File: src/rtl/fifo_wr_arbiter.sv
// Round-robin, burst-capped arbiter that gives two requesters
// exclusive turns at the async FIFO write port.
module fifo_wr_arbiter #(
  parameter int D_SIZE    = 16,
  parameter int MAX_BURST = 8
) (
  input  logic              i_clk,
  input  logic              i_rst,
  input  logic              i_req0_valid,
  input  logic [D_SIZE-1:0] i_req0_data,
  input  logic              i_req0_last,
  output logic              o_req0_ready,
  input  logic              i_req1_valid,
  input  logic [D_SIZE-1:0] i_req1_data,
  input  logic              i_req1_last,
  output logic              o_req1_ready,
  input  logic              i_fifo_full,
  output logic              o_fifo_inc,
  output logic [D_SIZE-1:0] o_fifo_wdata,
  output logic [1:0]        o_grant,
  output logic              o_busy
);

  localparam int CW = $clog2(MAX_BURST + 1);
  localparam logic [CW-1:0] CNT_LAST = CW'(MAX_BURST - 1);

  typedef enum logic [1:0] {
    IDLE,
    OWN0,
    OWN1
  } state_t;

  state_t        state_q, state_d;
  logic          prio_q, prio_d;
  logic [CW-1:0] cnt_q, cnt_d;
  logic          xfer;
  logic          last;

  always_ff @(posedge i_clk or posedge i_rst) begin
    if (i_rst) begin
      state_q <= IDLE;
      prio_q  <= 1'b0;
      cnt_q   <= '0;
    end else begin
      state_q <= state_d;
      prio_q  <= prio_d;
      cnt_q   <= cnt_d;
    end
  end

  always_comb begin
    state_d      = state_q;
    prio_d       = prio_q;
    cnt_d        = cnt_q;
    xfer         = 1'b0;
    last         = 1'b0;
    o_req0_ready = 1'b0;
    o_req1_ready = 1'b0;
    o_fifo_wdata = '0;
    o_grant      = 2'b00;
    unique case (state_q)
      IDLE: begin
        cnt_d = '0;
        if (i_req0_valid && (!i_req1_valid || !prio_q))
          state_d = OWN0;
        else if (i_req1_valid)
          state_d = OWN1;
      end
      OWN0: begin
        o_grant      = 2'b01;
        o_req0_ready = !i_fifo_full;
        xfer         = i_req0_valid && !i_fifo_full;
        last         = i_req0_last;
        o_fifo_wdata = i_req0_data;
      end
      OWN1: begin
        o_grant      = 2'b10;
        o_req1_ready = !i_fifo_full;
        xfer         = i_req1_valid && !i_fifo_full;
        last         = i_req1_last;
        o_fifo_wdata = i_req1_data;
      end
      default: state_d = IDLE;
    endcase
    // Packet end or burst cap hands priority to the other side.
    if (xfer) begin
      if (last || cnt_q == CNT_LAST) begin
        state_d = IDLE;
        prio_d  = (state_q == OWN0);
        cnt_d   = '0;
      end else begin
        cnt_d = cnt_q + 1'b1;
      end
    end
  end

  assign o_fifo_inc = xfer;
  assign o_busy     = (state_q != IDLE);

endmodule

File: config.mk
export PLATFORM = sky130hd
export DESIGN_NAME = fifo_wr_arbiter
export DESIGN_NICKNAME = d
export VERILOG_FILES = /design/src/rtl/fifo_wr_arbiter.sv
export SDC_FILE = /design/constraint.sdc
export NUM_CORES = 1
export LEC_CHECK = 0
export ABC_AREA = 1
export CAP_MARGIN = 25
export CORE_ASPECT_RATIO = 0.6
export CORE_MARGIN = 10
export CORE_UTILIZATION = 36
export CTS_CLUSTER_DIAMETER = 100
export DETAILED_ROUTE_END_ITERATION = 8
export MAX_ROUTING_LAYER = met4
export PLACE_DENSITY_LB_ADDON = 0.08
export REMOVE_ABC_BUFFERS = 1
export SETUP_SLACK_MARGIN = 0.02
export SYNTH_ARGS = -nofsm -noshare
export SYNTH_HDL_FRONTEND = slang
export SYNTH_SLANG_ARGS = --single-unit
File: constraint.sdc
create_clock -name i_clk -period 4.3 [get_ports i_clk]
set_clock_uncertainty 0.05 [all_clocks]
set_input_delay 0.645 -clock i_clk [delete_from_list [all_inputs] [get_ports i_clk]]
set_output_delay 0.645 -clock i_clk [all_outputs]
set_load 0.05 [all_outputs]
==> key figures <==
Outcome
  – Status: finished clean

Synth
  – Cells after Synth: 130
  – Post-Syn Area: 783 µm²
  – Syn avg cell area: 6.03 µm²
  – FF+latch count, synth: 7
  – Sequential area share after synthesis: 0.224
  – Netlist cell types: 19
  – Top FF cell, synth: dfrtp_1
  – EDFF count, synth: 0
  – Syn. warnings: 0
  – Fraction of registers with async set/reset: 1.00

Global route
  – Overall global routing resource usage: 0.131
  – Initial antenna violation count: 0
  – First-pass GRT wire length: 4710 µm
  – Total grt overflow: 0
  – Largest net degree at the start of global routing: 21
  – Number of global-route vias before repair: 957

Die
  – Starting density of the core: 0.401
  – Chip height: 56.1 µm
  – Die W: 80.2 µm
  – FP Rows: 12
  – # IOs: 61
  – Core Area: 1950 µm²
  – Die area: 4500 µm²

Drt
  – First DRT Iteration DRCs: 35
  – DRC viols: 0
  – Vias per inst: 4.65
  – Vias after detailed routing: 1009
  – First drt pass iteration count: 4
  – Post-route ant nets: 0
  – Final wirelength: 2930 µm
  – Drt wl/cell: 13.5 µm

Cells and area
  – Commonest non-fill, non-tap cells in the layout: clkdlybuf4s50_1, nand2_1, a21oi_1, inv_1, dfrtp_1
  – Commonest non-fill, non-tap cell in the layout: clkdlybuf4s50_1
  – Layout cells sized above 1: 0.0741
  – Ant diodes: 0
  – Fin nets: 235
  – Area grow syn2layout: 79.9%

Clocking
  – CTS buffer count: 3
  – Clock Path Buffers: 2
  – Clock transition at path regs: 0.06 ns
  – CTS resizes: 0
  – CTS tree: done
  – Num Clock Sinks: 7
  – Root Driver: clkbuf_4
  – Post-CTS Hold Fix Bufs: 0
  – Worst skew pair latency: 0.26 ns
  – Post-CTS Setup Repair Bufs: 0
  – Htree depth: 1

Timing
  – Setup-failing EPs final: 0
  – Fmax: 0.300 GHz
  – Worst-Margin Slew: 0.704 ns
  – Max_slew headroom: 0.531
  – Min Tclk post-route: 3.33 ns
  – Period utilisation layout: 0.775
  – Max Slew Vio Count: 0
  – Fin. Hold Viols: 0
  – Setup WS post-layout: 0.968 ns
  – RSZ-0062 raised after global routing: no
  – Setup TNS: 0 ns
  – Minimum hold slack: 0.431 ns

Power and ir drop
  – Overall power: 1.08 mW
  – Pint: 0.406 mW
  – Leakage: 0.649 nW
  – Comb power frac: 0.840
  – Share of total power in the clock network: 0.060
  – Peak VDD IR: 0.000430 V
  – Net Sw Frac: 0.625
  – Sequential Power Share: 0.100
  – Pwr dens: 767 nW/µm²
  – Net Sw Power: 0.675 mW

Placement
  – Post-DP HPWL: 2490 µm
  – DP Worst Slack: 1.21 ns
  – RD Place Congestion: 0.806
  – I/O Buffers: 60

Hold path
  – Hold_sp: prio_q
  – Hold Path Stages: 2
  – Hold/Removal Path Class: register to register

Setup path
  – Crit. End Element: primary output
  – Worst endpoint required time: 3.61 ns
  – Worst Path Max Fanout: 20
  – Reg2reg path depth: 8
  – Setup Crit Path Kind: register to primary output
  – WP data arrival: 2.64 ns
  – R2r startpoint: state_q[0]
  – CP Launch Type: register
  – CP Launch Point: state_q[0]

Flow run
  – Max-cap violations: 0
==> logic make-up after synthesis <==
family | after synthesis | share of synthesized area
AOI/OAI and AO/OA | 18 | 0.115
xor gates and xnor gates | 1 | 0.0112
and+or+nand+nor | 77 | 0.425
DFF | 7 | 0.224
buffers and inverters | 21 | 0.129
adders and majority gates | 6 | 0.0958
==> worst paths after layout <==
check / to / slack [ns]
max: o_fifo_inc / 0.97
min: prio_q / 0.43
max reg2reg: cnt_q[3] / 2.39
min reg2reg: prio_q / 0.43
max in group asynchronous: cnt_q[3] / 3.40
min in group asynchronous: prio_q / 0.58
==> power by group through the flow <==
stage	clock, mW	sequential, mW	combinational [mW]
after floorplan	0	0.104	0.622
after CTS	0.0659	0.108	0.921
after global routing	0.0723	0.111	0.968
after detailed placement	0	0.109	0.918
final	0.0646	0.108	0.908
after global placement	0	0.108	0.901
==> synth_stat cells (2+ instances only) <==
cell type / instances / area share
inv_1: 12 / 0.058
buf_2: 2 / 0.013
nor2_1: 5 / 0.024
nand4_1: 2 / 0.016
nand2_1: 59 / 0.28
buf_6: 2 / 0.029
nand2_2: 3 / 0.024
nor2_2: 2 / 0.016
a21oi_1: 17 / 0.11
ha_1: 6 / 0.096
dfrtp_1: 7 / 0.22
nand3_1: 4 / 0.026
inv_2: 3 / 0.014
==> layout make-up <==
cell class | instances | area (µm²)
Sequential cell | 7 | 175
Fill cell | 168 | 543
Tap cell | 28 | 35.0
Timing Repair Buffer | 60 | 601
Inverter | 16 | 65.1
Multi-Input combinational cell | 102 | 507
Clock buffer | 4 | 26.3
==> critical path, cell delays in order (launching register included) <==
cell,delay (ns)
dfrtp_1,0.41
inv_1,0.14
ha_1,0.62
inv_1,0.09
nand2_1,0.12
nand3_4,0.11
clkinv_4,0.08
clkdlybuf4s50_1,0.80
==> flip-flops by register name, summed over array words and instances (netlist names) <==
signal	count
state_q	2
prio_q	1
cnt_q	4
==> stage by stage <==
stage	utilization	cells	instance area (µm²)
6_report	0.722	217	1410
5_1_grt	0.722	217	1410
4_1_cts	0.722	217	1410
3_5_place_dp	0.708	213	1380
3_3_place_gp	0.708	213	1380
2_1_floorplan	-	125	747
==> metal layers <==
layer  routed length (µm)  global-route usage
met5                    0                   -
met4                   27              0.0248
met3                  197              0.0466
met2                 1480               0.210
met1                 1230               0.153
No activity file was read; power rests on OpenSTA's default activity.
==> RTL change 1 (same settings) <==
Compare `cnt_q` against `CNT_LAST` with >= in place of ==.
--- a/src/rtl/fifo_wr_arbiter.sv
+++ b/src/rtl/fifo_wr_arbiter.sv
@@ -84,7 +84,7 @@
     endcase
     // Packet end or burst cap hands priority to the other side.
     if (xfer) begin
-      if (last || cnt_q == CNT_LAST) begin
+      if (last || cnt_q >= CNT_LAST) begin
         state_d = IDLE;
         prio_d  = (state_q == OWN0);
         cnt_d   = '0;
Function: no difference found for any inputs over 10 cycles, from zero or initial values and one cycle with i_rst high; that may be too few to reach the edited logic, so the function may still have changed.
==> RTL change 1 against the unedited design <==
Sequential cell count unchanged. Wire length down 0.58%. Clock power down 6.8%. Power fell by 17%. Worst hold slack worse by 8.5 ps. Critical path depth down 2. Worst setup slack got worse by 31 ps. Combinational power down 19%. Cell count down 2.3%. Area after synthesis down 2.6%. Design area down 1.5%. Critical endpoint unchanged.
==> RTL change 1: results (changes against the unedited design) <==
Pwr
  • Max VDD drop: 0.000371 V (-14%)
  • Sw power: 544 uW (-19%)
  • Leak: 0.000614 uW (-5.4%)

Min path
  • Hold Startpoint: prio_q$_DFFE_PP0P_
  • WHS Path Cells: 2 (unchanged)

Setup path
  • Worst setup endpoint: o_fifo_inc
  • Critical path origin: state_q[0]$_DFF_PP0_
  • Worst path slowest cell: clkdlybuf4s50_1
  • FF-to-FF End: cnt_q[3]$_DFFE_PP0P_
  • R2R cell count: 9 (+1)
  • Worst-path maximum fanout: 19 (-5.0%)
  • Slowest stage delay, CP: 840 ps (+40 ps)
  • CP required: 3610 ps (about the same)
  • Register-to-register setup slack: 2320 ps (-70 ps)

GRT
  • Total gr overflow: 0 (unchanged)
  • First-pass GRT wire length: 4.59 mm (-2.6%)
  • GR Util All Layers: 13.1% (-0.042 points)
  • Initial antenna violation count: 0 (unchanged)
  • Largest net degree at the start of global routing: 20 (-4.8%)
  • Number of global-route vias before repair: 961 (+0.42%)

Yosys
  • Count of different cell masters after synthesis: 16 (-3)
  • Synth cell count leaders: nand2_1, a21oi_1, inv_1, nor2_1
  • Syn Area/Cell: 6.11 um2 (+1.3%)
  • Most numerous cell in the Yosys netlist: nand2_1
  • Top cells by area, synth: nand2_1, dfrtp_1, a21oi_1, ha_1, inv_1
  • Register area share after synthesis: 23.0% (+0.59 points)
  • Ys flop type: dfrtp_1

Outcome
  • Status: finished clean

Final layout
  • Fillers: 179 (+6.5%)
  • Layout cells sized above 1: 5.98% (-1.4 points)
  • ANT cells: 0 (unchanged)
  • Net count, final: 230 (-2.1%)

Route
  • Routed wire per std cell: 13.7 um (+1.8%)
  • Iter 0 DRT Violations: 38 (+8.6%)
  • Via count: 978 (-3.1%)
  • Via density: 4.61 (-0.79%)

Clock network
  • Inserted Clock Buffers: 3 (unchanged)
  • Clk root buf: clkbuf_4
  • Worst skew pair latency: ~250 ps
  • CTS-repair resized insts: 0 (unchanged)

Timing
  • Worst relative slew slack: 48.8% (-4.3 points)
  • Setup TNS: 0 ps (unchanged)

Place
  • HPWL after detailed placement: 2.52 mm (+1.3%)
  • Inst Count DP: 208 (-2.3%)
  • Final Wtd Congestion: 0.796 (-1.1%)
  • Post-DP Area: 1360 um2 (-1.5%)
-- RTL change 1: changes by cell type after synthesis, moves of 2 or more --
cell / before / now
nor2_1: 5 / 8
nand2_1: 59 / 52
nor2_2: 2 / 0
nand4_1: 2 / 0
nand3_1: 4 / 7
inv_2: 3 / 1
-- RTL change 1: final cells by class --
type                       instances  area [um2]  share of cell area, %
sequential                         7         175                   12.6
multi-input combinational         99         498                   35.9
inverter                          14        52.6                   3.79
timing repair buffer              60         601                   43.3
tap                               28        35.0                   2.52
clock buffer                       4        26.3                   1.89
-- RTL change 1: through the flow --
step | total power, uW | hold slack (ps) | setup WS, ps
after global routing | 957 | 478 | 857
after CTS | 905 | 427 | 960
after floorplan | 598 | 392 | 1380
final | 898 | 422 | 937
after global placement | 828 | 416 | 1290
after detailed placement | 841 | 413 | 1240
-- RTL change 1: power groups by stage --
| stage | clock network [uW] | registers (uW) | logic, uW |
|---|---|---|---|
| global route | 68.2 | 99.5 | 789 |
| finish | 60.2 | 97.4 | 740 |
| detailed placement | 0 | 98.2 | 743 |
| global placement | 0 | 96.7 | 731 |
| CTS | 62.3 | 97.3 | 745 |
| floorplan | 0 | 94.5 | 503 |
-- RTL change 1: routing by layer --
layer  global-route usage [%]  wire length [um]  vias to the layer above  share of wire [%]
met2                     22.9              1520                       36                 52
met5                        -                 0                        -                  0
li1                         -                 -                      504                  -
met3                     4.50               168                        0                5.8
met4                     2.27                 0                        0                  0
met1                     13.9              1230                      438                 42
-- RTL change 1: cell families (layout without fill, tap and decap cells) --
kind of cell	count (synthesis)	in the layout	synth area share, %
AOI/OAI and AO/OA	20	20	14.8
and+or+nand+nor	73	73	40.7
adders and majority gates	6	6	9.84
buffers and inverters	19	78	11.8
DFF	7	7	23.0
==> RTL change 2 (same flow settings) <==
Made on the original files. `MAX_BURST`: 8 -> 16.
--- a/src/rtl/fifo_wr_arbiter.sv
+++ b/src/rtl/fifo_wr_arbiter.sv
@@ -2,7 +2,7 @@
 // exclusive turns at the async FIFO write port.
 module fifo_wr_arbiter #(
   parameter int D_SIZE    = 16,
-  parameter int MAX_BURST = 8
+  parameter int MAX_BURST = 16
 ) (
   input  logic              i_clk,
   input  logic              i_rst,
Behaviour: not the same (a bounded check fails within 10 cycles, from zero or initial values and one cycle with i_rst high).
==> RTL change 2 against the unedited design <==
Non-clock buffer count is the same. Largest cell class unchanged. Highest routed layer unchanged. Combinational power is 1% higher. Power grew 4.5%. Critical path type unchanged. Register-to-register slack lost 140 ps. Utilization fell by 4.3 points. Design area rose by 4.2%. Area after synthesis up 4.0%. Sequential cell count up 1. Worst hold slack gained 24 ps. Worst setup slack worse by 93 ps. Via count up 5.6%. Wire length grew 13%. Largest power group unchanged.
==> RTL change 2: results (changes against the unedited design) <==
Yosys
  • Count of different cell masters after synthesis: 17 (-2)
  • Register area share after synthesis: 24.6% (+2.2 points)
  • Top cells by area, synth: nand2_1, dfrtp_1, ha_1, a21oi_1, nand3_1
  • Compound-Gate Fraction of Synth Area: 13.5% (+2.0 points)
  • Synth Area in XOR/XNOR: 1.08% (-0.043 points)
  • Post-synthesis adder-cell area fraction: 10.8% (+1.2 points)
  • Synth cell count leaders: nand2_1, a21oi_1, nand3_1, inv_1, dfrtp_1

Final layout
  • Sequential cell area share: 13.6% (+1.2 points)
  • Buffering overhead: 40.9% (-1.7 points)
  • Multi-input combinational area share: 36.0% (about the same)
  • Largest regs: cnt_q x5, state_q x2, prio_q x1
  • Multi-Input Combinational: 105 (+2.9%)
  • Layout cells sized above 1: 6.25% (-1.2 points)
  • Clock Buffer Count: 3 (-1)
  • Net count, final: 240 (+2.1%)
  • ClkCell Share: 2.81% (+0.95 points)

Floorplanning
  • Tapcell Cnt: 30 (+7.1%)

Pwr
  • Leak: 0.000672 uW (+3.6%)
  • Max VDD drop: 0.000409 V (-4.9%)

Timing
  • Fmax: 0.292 GHz (-2.7%)
  • Worst relative slew slack: 53.0% (-0.11 points)
  • Hold_ws: 455 ps (+23.9 ps)

Clock network
  • Clk root buf: clkbuf_8
  • Sink Count: 8 (+1)
  • Worst skew pair latency: 240 ps (-20 ps)

Route
  • Iter 0 DRT Violations: 52 (+49%)
  • Routed wire per std cell: 14.9 um (+10%)
  • Met1 WL: 1.42 mm (+15%)
  • Via density: 4.80 (+3.2%)
  • Wire length on met3: 195 um (-1.0%)

Place
  • Final Wtd Congestion: 0.817 (+1.4%)
  • HPWL after detailed placement: 2.70 mm (+8.7%)

Outcome
  • Status: finished clean

Setup path
  • Worst Path Arrival: 2730 ps (+90 ps)
  • Slowest stage delay, CP: 850 ps (+50 ps)
  • Worst-path maximum fanout: 19 (-5.0%)

GRT
  • GRT met3 Usage: 4.29% (-0.38 points)
  • Largest net degree at the start of global routing: 20 (-4.8%)
  • M2 GR Usage: 25.4% (+4.3 points)
  • Routing usage on met1: 15.6% (+0.27 points)
  • Number of global-route vias before repair: 1031 (+7.7%)
  • GR Util All Layers: 14.8% (+1.7 points)
## RTL change 2: cell count changes in the layout (fill, tap and decap cells not counted), moves of 2 or more
cell / delta
nor2_2: -2
nand3_1: +9
clkbuf_8: +3
nand2_1: -3
clkbuf_4: -3
## RTL change 2: stage by stage
step | instances | area [um2] | util (%)
5_1_grt | 222 | 1470 | 67.8
3_3_place_gp | 219 | 1430 | 65.9
6_report | 222 | 1470 | 67.8
2_1_floorplan | 129 | 788 | -
4_1_cts | 222 | 1470 | 67.8
3_5_place_dp | 219 | 1430 | 65.9
## RTL change 2: cells by family (layout without fill, tap and decap cells)
kind of cell / after synthesis / count (layout)
and+or+nand+nor: 78 / 78
buffers and inverters: 21 / 79
AOI/OAI and AO/OA: 19 / 19
DFF: 8 / 8
adders and majority gates: 7 / 7
xor gates and xnor gates: 1 / 1
## RTL change 2: report_power, final
group / leakage, uW / switching (uW) / internal (uW)
registers: 0.000106 / 21.3 / 96.6
logic: 0.000545 / 634 / 283
clock network: 0.0000216 / 33.8 / 61.0
